`src/rtl/mq_pkg.sv`:
```
// Shared types and constants for the MQ coder code-register stage.
// FSM encoding, register widths and byte-out masks.
package mq_pkg;

    localparam int          C_W     = 28;
    localparam logic [3:0]  CT_INIT = 4'd12;
    localparam logic [27:0] MASK20  = 28'h00FFFFF;
    localparam logic [27:0] MASK19  = 28'h007FFFF;
    localparam logic [7:0]  STUFF   = 8'hFF;

    typedef enum logic [2:0] {
        RUN,
        SHIFT,
        FL_SET,
        FL_SH1,
        FL_SH2,
        FL_LAST
    } state_t;

    function automatic logic [3:0] min4(input logic [3:0] x, input logic [3:0] y);
        return (x < y) ? x : y;
    endfunction

endpackage

```
`src/rtl/mq_byteout.sv`:
```
// Combinational MQ byte-out: carry resolution and 0xFF bit-stuffing.
// Produces the next C, B, CT and the byte leaving the coder.
module mq_byteout
    import mq_pkg::*;
(
    input  logic [C_W-1:0] c_i,
    input  logic [7:0]     b_i,
    input  logic           first_i,
    output logic [C_W-1:0] c_o,
    output logic [7:0]     b_o,
    output logic [3:0]     ct_o,
    output logic           emit_o,
    output logic [7:0]     byte_o
);

    logic [7:0] b_inc;

    assign b_inc = b_i + 8'd1;

    // Select between stuffed, plain and carry-propagated byte paths
    always_comb begin
        c_o    = c_i & MASK19;
        b_o    = c_i[26:19];
        ct_o   = 4'd8;
        byte_o = b_i;
        emit_o = !first_i;
        if (b_i == STUFF) begin
            byte_o = STUFF;
            b_o    = c_i[27:20];
            c_o    = c_i & MASK20;
            ct_o   = 4'd7;
        end else if (c_i[27]) begin
            if (b_inc == STUFF) begin
                byte_o = STUFF;
                b_o    = {1'b0, c_i[26:20]};
                c_o    = c_i & MASK20;
                ct_o   = 4'd7;
            end else begin
                byte_o = b_inc;
            end
        end
    end

endmodule

```
`src/rtl/mq_code_update.sv`:
```
// MQ coder C-register update: add Qe, renormalise, byte-out, flush.
// Long shifts are split across cycles at each CT boundary.
module mq_code_update
    import mq_pkg::*;
(
    input  logic        clk,
    input  logic        rst,
    input  logic        rst_CU,
    input  logic        flush_CU,
    input  logic        sym_valid,
    input  logic        CSel_CU,
    input  logic [15:0] Qe_value_CU,
    input  logic [3:0]  LZ_CU,
    input  logic [15:0] AShifted_CU,
    output logic        ready_CU,
    output logic [3:0]  CT_renorm_toCU,
    output logic [7:0]  byte_out,
    output logic        byte_valid,
    output logic        flush_done
);

    state_t         state_q, state_d;
    logic [C_W-1:0] c_q, c_d;
    logic [3:0]     ct_q, ct_d;
    logic [7:0]     b_q, b_d;
    logic           first_q, first_d;
    logic [3:0]     rem_q, rem_d;
    logic           pend_q, pend_d;
    logic [7:0]     byte_q, byte_d;
    logic           bval_q, bval_d;
    logic           done_q, done_d;

    logic [C_W-1:0] sh_in, sh_c, fl_c, bo_in;
    logic [3:0]     sh_rem, sh_s, sh_ct;
    logic [C_W:0]   t_sum;
    logic [C_W-1:0] c_or, c_set;
    logic [C_W-1:0] bo_c;
    logic [7:0]     bo_b, bo_byte;
    logic [3:0]     bo_ct;
    logic           bo_emit;
    logic           do_shift, do_bo;

    // Shift datapath: new symbol operand in RUN, leftover shift in SHIFT
    always_comb begin
        sh_in  = c_q;
        sh_rem = rem_q;
        if (state_q == RUN) begin
            sh_in  = c_q + (CSel_CU ? {12'd0, Qe_value_CU} : '0);
            sh_rem = LZ_CU;
        end
        sh_s  = min4(sh_rem, ct_q);
        sh_c  = sh_in << sh_s;
        sh_ct = ct_q - sh_s;
        fl_c  = c_q << ct_q;
        t_sum = {1'b0, c_q} + {13'd0, AShifted_CU};
        c_or  = c_q | 28'h000FFFF;
        c_set = ({1'b0, c_or} >= t_sum) ? c_or - 28'h0008000 : c_or;
        bo_in = (state_q == FL_SH1 || state_q == FL_SH2) ? fl_c : sh_c;
    end

    mq_byteout u_bo (
        .c_i     (bo_in),
        .b_i     (b_q),
        .first_i (first_q),
        .c_o     (bo_c),
        .b_o     (bo_b),
        .ct_o    (bo_ct),
        .emit_o  (bo_emit),
        .byte_o  (bo_byte)
    );

    // Next-state and register updates for symbol, shift and flush paths
    always_comb begin
        state_d  = state_q;
        c_d      = c_q;
        ct_d     = ct_q;
        b_d      = b_q;
        first_d  = first_q;
        rem_d    = rem_q;
        pend_d   = pend_q;
        byte_d   = byte_q;
        bval_d   = 1'b0;
        done_d   = 1'b0;
        do_shift = 1'b0;
        do_bo    = 1'b0;
        unique case (state_q)
            RUN: begin
                if (sym_valid) begin
                    do_shift = 1'b1;
                    if (flush_CU) pend_d = 1'b1;
                end else if (flush_CU || pend_q) begin
                    pend_d  = 1'b0;
                    state_d = FL_SET;
                end
            end
            SHIFT: do_shift = 1'b1;
            FL_SET: begin
                c_d     = c_set;
                state_d = FL_SH1;
            end
            FL_SH1: begin
                do_bo   = 1'b1;
                state_d = FL_SH2;
            end
            FL_SH2: begin
                do_bo   = 1'b1;
                state_d = FL_LAST;
            end
            FL_LAST: begin
                if (b_q != STUFF) begin
                    bval_d  = !first_q;
                    if (!first_q) byte_d = b_q;
                    first_d = 1'b0;
                end
                done_d  = 1'b1;
                state_d = RUN;
            end
            default: state_d = RUN;
        endcase
        if (do_shift) begin
            c_d     = sh_c;
            ct_d    = sh_ct;
            rem_d   = sh_rem - sh_s;
            state_d = (sh_rem == sh_s) ? RUN : SHIFT;
            do_bo   = (sh_ct == 4'd0);
        end
        if (do_bo) begin
            c_d     = bo_c;
            b_d     = bo_b;
            ct_d    = bo_ct;
            first_d = 1'b0;
            bval_d  = bo_emit;
            if (bo_emit) byte_d = bo_byte;
        end
        if (rst_CU) begin
            state_d = RUN;
            c_d     = '0;
            ct_d    = CT_INIT;
            b_d     = 8'd0;
            first_d = 1'b1;
            rem_d   = 4'd0;
            pend_d  = 1'b0;
            bval_d  = 1'b0;
            done_d  = 1'b0;
        end
    end

    // State and output registers
    always_ff @(posedge clk or posedge rst) begin
        if (rst) begin
            state_q <= RUN;
            c_q     <= '0;
            ct_q    <= CT_INIT;
            b_q     <= 8'd0;
            first_q <= 1'b1;
            rem_q   <= 4'd0;
            pend_q  <= 1'b0;
            byte_q  <= 8'd0;
            bval_q  <= 1'b0;
            done_q  <= 1'b0;
        end else begin
            state_q <= state_d;
            c_q     <= c_d;
            ct_q    <= ct_d;
            b_q     <= b_d;
            first_q <= first_d;
            rem_q   <= rem_d;
            pend_q  <= pend_d;
            byte_q  <= byte_d;
            bval_q  <= bval_d;
            done_q  <= done_d;
        end
    end

    assign ready_CU       = (state_q == RUN);
    assign CT_renorm_toCU = ct_q;
    assign byte_out       = byte_q;
    assign byte_valid     = bval_q;
    assign flush_done     = done_q;

endmodule

```
`config.mk`:
```
export PLATFORM = sky130hd
export DESIGN_NAME = mq_code_update
export DESIGN_NICKNAME = d
export VERILOG_FILES = /design/src/rtl/mq_pkg.sv /design/src/rtl/mq_byteout.sv /design/src/rtl/mq_code_update.sv
export SDC_FILE = /design/constraint.sdc
export NUM_CORES = 1
export LEC_CHECK = 0
export ABC_AREA = 1
export CELL_PAD_IN_SITES_DETAIL_PLACEMENT = 1
export CELL_PAD_IN_SITES_GLOBAL_PLACEMENT = 1
export CORE_UTILIZATION = 46
export CTS_BUF_LIST = sky130_fd_sc_hd__clkbuf_16
export DETAILED_ROUTE_END_ITERATION = 10
export PLACE_DENSITY = 0.93
export SYNTH_ARGS = -nofsm -noshare
export SYNTH_HDL_FRONTEND = slang
export SYNTH_SLANG_ARGS = --single-unit
```
`constraint.sdc`:
```
create_clock -name clk -period 7.3 [get_ports clk]
set_clock_uncertainty 0.1 [all_clocks]
set_input_delay 1.46 -clock clk [delete_from_list [all_inputs] [get_ports clk]]
set_output_delay 1.46 -clock clk [all_outputs]
set_load 0.01 [all_outputs]
```
### Word-level counts from Yosys, hierarchy flattened

Index checks and enable logic that the tools add are counted.

| operators by class | value |
|---|---|
| eq/ne operators | 13 |
| order comparisons | 2 |
| $add $sub $neg | 6 |
| multiplexer cells | 59 |
| reduce and logical (&&, ||, !) cells | 19 |
| shift-type cells | 2 |

Operators by type and width:

| operator | count |
|---|---|
| $mux 28 | 9 |
| $mux 8 | 13 |
| $shl 28x4->28 | 2 |
| $mux 4 | 10 |
| $add 28x16->29 | 1 |
| $ge 28x29->1 | 1 |
| $add 28x16->28 | 1 |
| $sub 28x16->28 const B | 1 |
| $mux 20 | 1 |
| $mux 1 | 19 |
| $eq 8x8->1 const B | 2 |
| $mux 16 | 1 |
| $pmux 3 s5 | 1 |
| $mux 3 | 4 |
| $reduce_bool 3->1 | 4 |
| $add 8x1->8 const B | 1 |
| $ne 8x8->1 const B | 1 |
| $reduce_bool 4->1 | 2 |
| $sub 4x4->4 | 2 |
| $eq 3x2->1 const B | 2 |
| $eq 3x3->1 const B | 2 |
| $ne 3x3->1 const B | 2 |
| $reduce_and 3->1 | 2 |
| $reduce_bool 2->1 | 3 |
| other kinds (12) | 14 |

| word-level totals | value |
|---|---|
| logic and storage cells | 112 |
| input bits | 42 |
| output and inout bits | 15 |
| bits in registers | 59 |

### Depth between registers and ports, before layout

Gate-level depths: netlist of run 1.

| logic depth | value |
|---|---|
| depth after elaboration | 11 |
| depth in mapped cells | 31 |
| depth with buffers taken out | 29 |

### Hierarchy

From an unflattened synthesis of run 1, not the netlist that was laid out.

| unflattened totals | value |
|---|---|
| cell total of the unflattened synthesis | 1,771 |
| area total of the unflattened synthesis | 9,749.4 sq um |

By module, submodules not included:

| module | instances | cells each | seq. area each (sq um) | area each (sq um) |
|---|---|---|---|---|
| mq_code_update | 1 | 1,650 | 1,480.2 | 9,011.1 |
| mq_byteout | 1 | 121 | 0.0 | 738.2 |

### Worst setup path before layout of run 1

Ideal clock, no wire load.

| path | value |
|---|---|
| path kind | input to register |
| from | in LZ_CU[3] |
| to | reg c_q[5] |
| data arrival time | 4,883 ps |
| cell stages on the path | 20 |
| library setup time | 126 ps |
| setup slack | 2,191 ps |
| cell sequence | inv_1 o21ai_0 ha_1 a21oi_1 nand2_4 o21ai_4 clkbuf_1 ha_1 a21oi_1 o21ai_0 xnor2_1 or3_1 and2_1 buf_2 inv_1 buf_2 nand2_1 o21bai_1 nand3_1 o21ai_2 |

| between the ends | value |
|---|---|
| longest elaborated chain between the ends | 10 |

RTL lines:

| what | line | RTL |
|---|---|---|
| start, declared | mq_code_update.sv:13 | `input logic [3:0] LZ_CU,` |
| $mux 4 (*) | mq_code_update.sv:47 | `if (state_q == RUN) begin` |
| $lt 4x4->1 | mq_pkg.sv:21 | `return (x < y) ? x : y;` |
| $mux 4 (*) | mq_pkg.sv:21 |  |
| $shl 28x4->28 | mq_code_update.sv:52 | `sh_c = sh_in << sh_s;` |
| $mux 28 | mq_code_update.sv:58 | `bo_in = (state_q == FL_SH1 \|\| state_q == FL_SH2) ? fl_c : sh_c;` |
| $mux 20 | mq_byteout.sv:33 | `if (b_inc == STUFF) begin` |
| $mux 28 | mq_byteout.sv:32 | `end else if (c_i[27]) begin` |
| $mux 28 | mq_byteout.sv:27 | `if (b_i == STUFF) begin` |
| $mux 28 | mq_code_update.sv:127 | `if (do_bo) begin` |
| $mux 28 | mq_code_update.sv:135 | `if (rst_CU) begin` |
| end signal, assigned | mq_code_update.sv:152 | `c_q <= '0;` |
| end signal, assigned | mq_code_update.sv:163 | `c_q <= c_d;` |
| end, declared | mq_code_update.sv:23 | `logic [C_W-1:0] c_q, c_d;` |

Mark *: on every way between the ends. The rest lies on a longest branch, timed or not.
A chain may end at the register's enable or synchronous reset.

### Worst setup path in the final report of run 1

| path | value |
|---|---|
| from | in LZ_CU[3] |
| to | reg c_q[10] |

Same word-level chain as after synthesis.

==> results.json, run 1 <==
{
  "grt_max_degree": 60,
  "io_buffers": 56,
  "syn_area_um2": 8931,
  "clock-sinks": 59,
  "fin_hold_ws_ns": 0.4008,
  "post_cts_buffers": 0,
  "cp_max_fo": 28,
  "drtIter0Drc": 743,
  "initial_core_util_pct": 47.27,
  "end_kind": "flip-flop",
  "cts_buffers": 9,
  "path_clk_slew_ns": 0.06,
  "final_common_cell": "nand2_1",
  "rows": 50,
  "startpoint_type": "input port",
  "cp_cell_sequence": "clkdlybuf4s50_1 -> inv_1 -> o21ai_0 -> ha_1 -> a21oi_1 -> nand2_4 -> nand2_2 -> nand2_4 -> ha_1 -> fa_1 -> xnor2_1 -> or3_1 -> and2_1 -> inv_1 -> nor2_1 -> o21ai_0 -> a21oi_1 -> o22ai_1",
  "maxCapViolCount": 0,
  "num-fill-cells": 2761,
  "status": "finished, final reports clean",
  "io-pin-count": 57,
  "period_needed_ns": 6.025,
  "synth-seq-cells": 59,
  "fmax_mhz": 166.0,
  "core_area_um2": 18890,
  "clock_tree.root_cell": "clkbuf_16",
  "synth_top_area_share_pct": 21.48,
  "path_class": "in -> reg",
  "synthTopCellsByArea": "nand2_1 (21%), dfrtp_1 (16%), nand3_1 (8.1%)",
  "final_cell_mix": "nand2_1 (511), inv_1 (177), nand3_1 (145), o21ai_0 (113), nor2_1 (111)",
  "post-route-period-util_pct": 82.54,
  "synth_warnings": 0,
  "die_h_um": 141.3,
  "cp_num_buf_inv": 3,
  "detailed_place_hpwl_um": 27510,
  "seq_area_frac_synth_pct": 16.57,
  "synth_top_area_cell": "nand2_1",
  "crit_family": "simple AND/OR/NAND/NOR gates",
  "slowest_delay_ns": 0.65,
  "postSynth.asyncResetShare_pct": 100.0,
  "syn_area_per_cell_um2": 5.773,
  "synth_cell_types": 58,
  "cts.htree.levels": 3,
  "slew_headroom_pct": 29.67,
  "groute.usage.overall_pct": 36.13,
  "critPathSlowestCell": "nor2_1",
  "synth_nets": 1645,
  "slew_viol_final": 0,
  "syn_inst": 1547,
  "totalWireLength_um": 35290,
  "cts_hold_repair.buffers": 0,
  "finalHoldViolCount": 0,
  "critPathLaunch": "LZ_CU[3]",
  "diodes": 0,
  "drc_errors": 0,
  "die_area_um2": 19980,
  "r2r-start": "CT_renorm_toCU[2]",
  "place_area_um2": 9589,
  "ant_nets": 0,
  "grt_setup_unrepaired": "false",
  "die_x_um": 141.3,
  "synthFlopType": "dfrtp_1",
  "holdCritPathClass": "reg -> reg",
  "pwr_density_cell_nw_per_um2": 511.8,
  "worstHoldStart": "rem_q[3]",
  "grt_pass1_vias": 11020,
  "wl_per_cell_um": 19.29,
  "cp.arrival_ns": 6.14,
  "cts_tree": "built",
  "firstDrtPassIters": 5,
  "antenna_found_initial": 0,
  "ctsResizeCount": 0,
  "finalWeightedCongestion": 0.9934,
  "pre_cts_slack_ns": 1.019,
  "setup_tns_ns": 0,
  "fin_nets": 1663,
  "grt_pass1_wl_um": 56330,
  "vias": 10740,
  "setup_viol": 0,
  "cp.required_ns": 7.41,
  "p_leak_nw": 4.941,
  "cts_buffer_depth": 2,
  "irDropWorstVdd_mv": 0.2629,
  "viasPerCell": 5.869,
  "clkLatencyLatePin_ns": 0.35,
  "final_cell_area_um2": 9891,
  "grt-ovfl-total": 0,
  "synth_edf_count": 0,
  "finalWorstSetupSlack_ns": 1.275,
  "area_delta_synth_final_pct": 10.75,
  "final_layout_size_suffix_gt1_share_pct": 4.586,
  "tightest_slew_ns": 1.051
}
final timing paths:
| kind | end | slack (ns) | depth (start not counted) |
|---|---|---|---|
| worst min register to register | rem_q[3] | 0.40 | 2 |
| worst max register to register | c_q[10] | 1.68 | 16 |
| worst max-delay path | c_q[10] | 1.27 | 18 |
| worst min-delay path | rem_q[3] | 0.40 | 2 |
| max in group asynchronous | c_q[4] | 4.97 | 3 |
| min in group asynchronous | c_q[24] | 1.56 | 3 |
sequential cells by signal, indices dropped and copies added, names as in the netlist:
register	cells
CT_renorm_toCU	4
b_q	8
byte_out	8
byte_valid	1
c_q	28
first_q	1
flush_done	1
pend_q	1
rem_q	4
state_q	3
cells in the mapped netlist, types with 15 or more instances:
master and number:
nand2_1 511, inv_1 178, nand3_1 145, o21ai_0 113, nor2_1 111, a21oi_1 71, dfrtp_1 56, ha_1 52
o21ai_1 33, clkbuf_1 25, buf_2 20, nor3_1 20, mux2i_1 17, xnor2_1 16, xor2_1 15
power by group:
part / leakage, nW / switching (mW) / internal [mW]
registers: 0.768 / 0.235 / 0.456
clock network: 0.142 / 0.181 / 0.267
logic: 4.03 / 2.68 / 1.24
total: 4.94 / 3.10 / 1.96
cell type report:
class                   instances  area [um^2]  area share [%]
clock buffers                   9        225.2           2.277
clock inverters                 7        76.32          0.7717
inverters                     187        704.4           7.122
multi-input cells            1243         6451           65.22
flip-flops and latches         59         1480           14.97
well taps                     260        325.3           3.289
repair buffers                 65        628.1           6.350
cell families after synthesis:
kind of cell               synth area share, %
and+or+nand+nor                          39.86
AOI/OAI and AO/OA                        19.25
buffers and inverters                    11.19
DFF                                      16.57
adders and majority gates                8.182
xor gates and xnor gates                 3.040
muxes                                    1.905
through the flow:
step / utilization (%) / cells / power, mW
2_1_floorplan: - / 1547 / 3.420
3_5_place_dp: 50.75 / 1814 / 4.468
5_1_grt: 52.35 / 1830 / 5.470
6_report: 52.35 / 1830 / 5.063
3_3_place_gp: 50.75 / 1814 / 4.318
4_1_cts: 52.35 / 1830 / 4.971
tightest hold or removal path, cell delays in order (launching register included):
cell and delay (ns):
dfrtp_1 0.35, nand2_1 0.05, o21ai_0 0.07
metal layers:
| layer | wire (um) | vias to the layer above | GRT usage (%) |
|---|---|---|---|
| met4 | 1598 | 0 | 18.76 |
| met1 | 14440 | 5133 | 41.93 |
| met5 | 0 | - | 0 |
| met3 | 1940 | 115 | 4.725 |
| li1 | - | 5113 | - |
| met2 | 17310 | 380 | 64.85 |
(Power assumes the default switching activity.)
==> run 2: changes to the inputs <==
--- a/config.mk
+++ b/config.mk
@@ -8,10 +8,10 @@
 export ABC_AREA = 1
 export CELL_PAD_IN_SITES_DETAIL_PLACEMENT = 1
 export CELL_PAD_IN_SITES_GLOBAL_PLACEMENT = 1
-export CORE_UTILIZATION = 46
+export CORE_UTILIZATION = 43
 export CTS_BUF_LIST = sky130_fd_sc_hd__clkbuf_16
 export DETAILED_ROUTE_END_ITERATION = 10
-export PLACE_DENSITY = 0.93
+export PLACE_DENSITY = 0.88
 export SYNTH_ARGS = -nofsm -noshare
 export SYNTH_HDL_FRONTEND = slang
 export SYNTH_SLANG_ARGS = --single-unit
==> constraint.sdc (replaced) <==
create_clock -name clk -period 5.8 [get_ports clk]
set_clock_uncertainty 0.1 [all_clocks]
set_input_delay 1.16 -clock clk [delete_from_list [all_inputs] [get_ports clk]]
set_output_delay 1.16 -clock clk [all_outputs]
set_load 0.01 [all_outputs]
==> run 2 against run 1 <==
Net effect: cell count up 0.98%; clock-buffer cell count stayed put; combinational power increased by 26%; die area is 6.9% higher; via count shrank 0.43%; worst setup slack got worse by 0.76 ns; largest power group unchanged; sequential power up 27%; total power is 27% higher; design area up 1.1%; critical path type unchanged; non-clock buffer count is 8 higher; utilization down 3.1 points; register-to-register slack lost 0.78 ns; largest cell class unchanged.
==> results.json, run 2 (synthesized netlist as in run 1, its figures left out) <==
{
  "status": "finished, final reports clean",
  "num-fill-cells": 2916,
  "diodes": 0,
  "setup_tns_ns": 0,
  "drc_errors": 0,
  "cp_num_buf_inv": 3,
  "crit_family": "compound AO/OA/AOI/OAI gates",
  "groute.usage.overall_pct": 33.51,
  "clock-sinks": 59,
  "irDropWorstVdd_mv": 0.5744,
  "cts_tree": "built",
  "cts_buffer_depth": 2,
  "startpoint_type": "input port",
  "post-route-period-util_pct": 91.09,
  "rows": 52,
  "cp.required_ns": 5.91,
  "path_clk_slew_ns": 0.06,
  "die_area_um2": 21350,
  "die_x_um": 146.1,
  "final_common_cell": "nand2_1",
  "cp.arrival_ns": 5.40,
  "cp_cell_sequence": "clkdlybuf4s50_1 -> inv_1 -> o21ai_0 -> ha_1 -> a21oi_1 -> nand2_4 -> nand2_1 -> o21ai_4 -> ha_1 -> a21oi_1 -> o21ai_0 -> xnor2_1 -> or3_1 -> and2_1 -> inv_1 -> nor2_1 -> o21ai_0 -> o211ai_1 -> o21ai_1",
  "viasPerCell": 5.787,
  "ant_nets": 0,
  "cp_max_fo": 11,
  "setup_viol": 0,
  "finalWeightedCongestion": 0.9472,
  "clkLatencyLatePin_ns": 0.34,
  "pre_cts_slack_ns": 0.2516,
  "detailed_place_hpwl_um": 27540,
  "holdCritPathClass": "reg -> reg",
  "grt_setup_unrepaired": "false",
  "final_layout_size_suffix_gt1_share_pct": 5.006,
  "cts_hold_repair.buffers": 0,
  "slew_viol_final": 0,
  "critPathSlowestCell": "nor2_1",
  "initial_core_util_pct": 44.00,
  "cts.htree.levels": 3,
  "cts_buffers": 9,
  "finalHoldViolCount": 0,
  "slowest_delay_ns": 0.59,
  "die_h_um": 146.1,
  "fin_nets": 1671,
  "firstDrtPassIters": 5,
  "r2r_setup_slack_ns": 0.90,
  "wl_per_cell_um": 19.08,
  "end_kind": "flip-flop",
  "finalWorstSetupSlack_ns": 0.5167,
  "drtIter0Drc": 683,
  "p_leak_nw": 5.005,
  "ctsResizeCount": 0,
  "place_inst": 1832,
  "regMostFlops": "c_q",
  "largest_reg_flops": 28,
  "tightest_slew_ns": 1.086,
  "grt_pass1_wl_um": 56660,
  "core_area_um2": 20300,
  "vias": 10700,
  "totalWireLength_um": 35260,
  "grt_pass1_vias": 11130,
  "grt-ovfl-total": 0,
  "antenna_found_initial": 0,
  "area_delta_synth_final_pct": 12.01,
  "path_class": "in -> reg",
  "post_cts_buffers": 0,
  "period_needed_ns": 5.283,
  "p_total_mw": 6.431,
  "io-pin-count": 57,
  "final_cells": 1848,
  "grt_max_degree": 60,
  "slew_headroom_pct": 27.34,
  "fmax_mhz": 189.3,
  "clock_tree.root_cell": "clkbuf_16",
  "maxCapViolCount": 0,
  "io_buffers": 56,
  "path_common_cell": "o21ai_0",
  "final_cell_mix": "nand2_1 (511), inv_1 (177), nand3_1 (145), o21ai_0 (113), nor2_1 (111)",
  "pwr_density_cell_nw_per_um2": 642.8
}
run 2: cell count changes in the layout (fill, tap and decap cells not counted):
cell,before,now
clkinvlp_4,2,0
bufinv_16,1,3
clkinv_4,1,2
buf_4,9,17
clkinv_1,4,5
inv_6,2,0
run 2: where the power goes:
part           internal [mW]  switching, mW
combinational           1.59           3.34
clock                  0.419          0.208
sequential             0.574          0.303
total                   2.58           3.85
run 2: final cells by class:
class	count	area, um^2	area share [%]
multi-input combinational	1243	6451	64.49
clock inverter	7	116.4	1.163
sequential	59	1480	14.80
tap	270	337.8	3.377
timing repair buffer	73	688.2	6.879
clock buffer	9	225.2	2.251
inverter	187	704.4	7.042
run 2: tightest hold or removal path, delay by kind of cell, from the launching register on:
family,cells,cell delay [ns]
DFF,1,0.34
and+or+nand+nor,1,0.06
AOI/OAI and AO/OA,1,0.06
run 2: per-stage QoR:
step                hold WS (ns)  instance area [um^2]  util (%)
detailed placement        0.3830                  9662     47.60
CTS                       0.4001                 10000     49.28
global route              0.4356                 10000     49.28
global placement          0.3705                  9662     47.60
floorplan                 0.3534                  8931         -
finish                    0.4005                 10000     49.28
run 2: worst paths after layout:
check                            from  endpoint  cells after the start
setup / recovery             LZ_CU[3]    c_q[4]                     19
hold / removal               rem_q[3]  rem_q[3]                      2
setup reg to reg           state_q[2]    c_q[4]                     19
hold reg to reg              rem_q[3]  rem_q[3]                      2
max in group asynchronous         rst  rem_q[2]                      3
min in group asynchronous         rst   c_q[25]                      3
run 2: per-layer routing:
metal	wire, um	part of all wire, %	vias up	global-route usage [%]
li1	-	-	5120	-
met1	15110	43	5145	40.21
met2	16970	48	316	59.14
met3	1603	4.5	114	4.031
met4	1579	4.5	0	16.51
met5	0	0	-	0
==> run 3: changes to the inputs <==
--- a/config.mk
+++ b/config.mk
@@ -11,7 +11,7 @@
 export CORE_UTILIZATION = 43
 export CTS_BUF_LIST = sky130_fd_sc_hd__clkbuf_16
 export DETAILED_ROUTE_END_ITERATION = 10
-export PLACE_DENSITY = 0.88
+export PLACE_DENSITY = 0.9
 export SYNTH_ARGS = -nofsm -noshare
 export SYNTH_HDL_FRONTEND = slang
 export SYNTH_SLANG_ARGS = --single-unit
==> run 3 against run 2 <==
Net effect: die area unchanged; critical path depth unchanged; non-clock buffer count up 1; utilization down 0.14 points; sequential share of layout area about the same; highest routed layer unchanged; largest power group unchanged; critical endpoint is now c_q[10]; cell count unchanged.
==> results.json, run 3 (synthesized netlist as in run 1, its figures left out) <==
{
  "clock-sinks": 59,
  "post_cts_buffers": 0,
  "core_area_um2": 20300,
  "clock_tree.root_cell": "clkbuf_16",
  "grtUsageMet2_pct": 60.55,
  "setup_viol": 0,
  "ctsResizeCount": 0,
  "cts_tree": "built",
  "slew_headroom_pct": 24.26,
  "fin_hold_ws_ns": 0.3956,
  "final_layout_size_suffix_gt1_share_pct": 5.006,
  "grt_pass1_wl_um": 56520,
  "final_cell_mix": "nand2_1 (511), inv_1 (177), nand3_1 (145), o21ai_0 (113), nor2_1 (111)",
  "grt_busiest_layer": "met2",
  "firstDrtPassIters": 5,
  "p_total_mw": 6.380,
  "wl_per_cell_um": 18.81,
  "cts_buffers": 9,
  "use_met1_pct": 38.94,
  "holdCritPathClass": "reg -> reg",
  "clkLatencyLatePin_ns": 0.34,
  "cts_buffer_depth": 2,
  "finalWeightedCongestion": 0.9461,
  "period_needed_ns": 5.299,
  "antenna_found_initial": 0,
  "slowest_delay_ns": 0.60,
  "cp.required_ns": 5.90,
  "final_common_cell": "nand2_1",
  "largest_reg_flops": 28,
  "groute.usage.overall_pct": 33.32,
  "die_area_um2": 21350,
  "drc_errors": 0,
  "path_clk_slew_ns": 0.05,
  "cts_hold_repair.buffers": 0,
  "drtIter0Drc": 725,
  "grt_util_met3_pct": 3.813,
  "rows": 52,
  "die_h_um": 146.1,
  "die_x_um": 146.1,
  "setup_tns_ns": 0,
  "grt_max_degree": 60,
  "ant_nets": 0,
  "tightest_slew_ns": 1.132,
  "viasPerCell": 5.801,
  "vias": 10720,
  "pwr_density_cell_nw_per_um2": 639.6,
  "num-fill-cells": 2937,
  "detailed_place_hpwl_um": 27720,
  "cts.htree.levels": 3,
  "initial_core_util_pct": 44.00,
  "post-route-period-util_pct": 91.37,
  "grt-ovfl-total": 0,
  "io_buffers": 56,
  "path_class": "in -> reg",
  "diodes": 0,
  "critPathSlowestCell": "nor2_1",
  "area_delta_synth_final_pct": 11.70,
  "status": "finished, final reports clean",
  "cp.arrival_ns": 5.40,
  "irDropWorstVdd_mv": 0.3588,
  "cp_max_fo": 11,
  "regMostFlops": "c_q",
  "io-pin-count": 57,
  "slew_viol_final": 0,
  "p_leak_nw": 4.991,
  "seq_area_um2": 1480,
  "crit_family": "compound AO/OA/AOI/OAI gates",
  "grt_setup_unrepaired": "false",
  "cp_cell_sequence": "clkdlybuf4s50_1 -> inv_1 -> o21ai_0 -> ha_1 -> a21oi_1 -> nand2_4 -> nand2_1 -> o21ai_4 -> ha_1 -> nand2_1 -> o21ai_0 -> xnor2_1 -> or3_1 -> and2_1 -> inv_1 -> nor2_1 -> o21ai_0 -> a21oi_1 -> o22ai_1",
  "cp_num_buf_inv": 3,
  "startpoint_type": "input port",
  "grt_pass1_vias": 11260,
  "fmax_mhz": 188.7,
  "totalWireLength_um": 34760,
  "multi_input_area_um2": 6451,
  "fin_nets": 1672,
  "end_kind": "flip-flop",
  "path_common_cell": "o21ai_0",
  "finalHoldViolCount": 0,
  "maxCapViolCount": 0
}
-- run 3: metrics by stage --
| step | area, um^2 | cells | setup slack [ns] | utilization [%] |
|---|---|---|---|---|
| after floorplan | 8931 | 1547 | 0.9914 | - |
| after global placement | 9669 | 1833 | 0.4681 | 47.63 |
| after detailed placement | 9669 | 1833 | 0.2383 | 47.63 |
| after CTS | 9976 | 1848 | 0.4944 | 49.14 |
| after global routing | 9976 | 1848 | 0.1217 | 49.14 |
| final | 9976 | 1848 | 0.5005 | 49.14 |
-- run 3: layer usage --
layer | wire length [um] | up-vias | share of wire (%)
met1 | 14330 | 5148 | 41
met3 | 1798 | 102 | 5.2
li1 | - | 5137 | -
met2 | 17260 | 333 | 50
met5 | 0 | - | 0
met4 | 1366 | 0 | 3.9
-- run 3: power breakdown --
group	leakage (nW)	internal [mW]	switching [mW]
Clock	0.149	0.371	0.207
Sequential	0.768	0.573	0.284
Combinational	4.07	1.59	3.35
Total	4.99	2.54	3.84
-- run 3: final cells by class --
cell class | count | share of cell area, %
inverters | 187 | 7.061
clock buffers | 9 | 2.258
repair buffers | 74 | 6.974
clock inverters | 6 | 0.8153
multi-input cells | 1243 | 64.67
well taps | 270 | 3.386
flip-flops and latches | 59 | 14.84
-- run 3: worst paths after layout --
kind	from	to	slack (ns)	cells after the start
worst max register to register	state_q[2]	c_q[10]	0.91	19
max in group asynchronous	rst	c_q[5]	3.76	3
worst max-delay path	LZ_CU[3]	c_q[10]	0.50	19
worst min register to register	rem_q[2]	rem_q[2]	0.40	2
worst min-delay path	rem_q[2]	rem_q[2]	0.40	2
min in group asynchronous	rst	c_q[25]	1.26	3
-- run 3: worst min-delay path: stages, from the launching register on --
cell	delay [ns]
dfrtp_1	0.34
nand2_1	0.05
o21ai_0	0.06
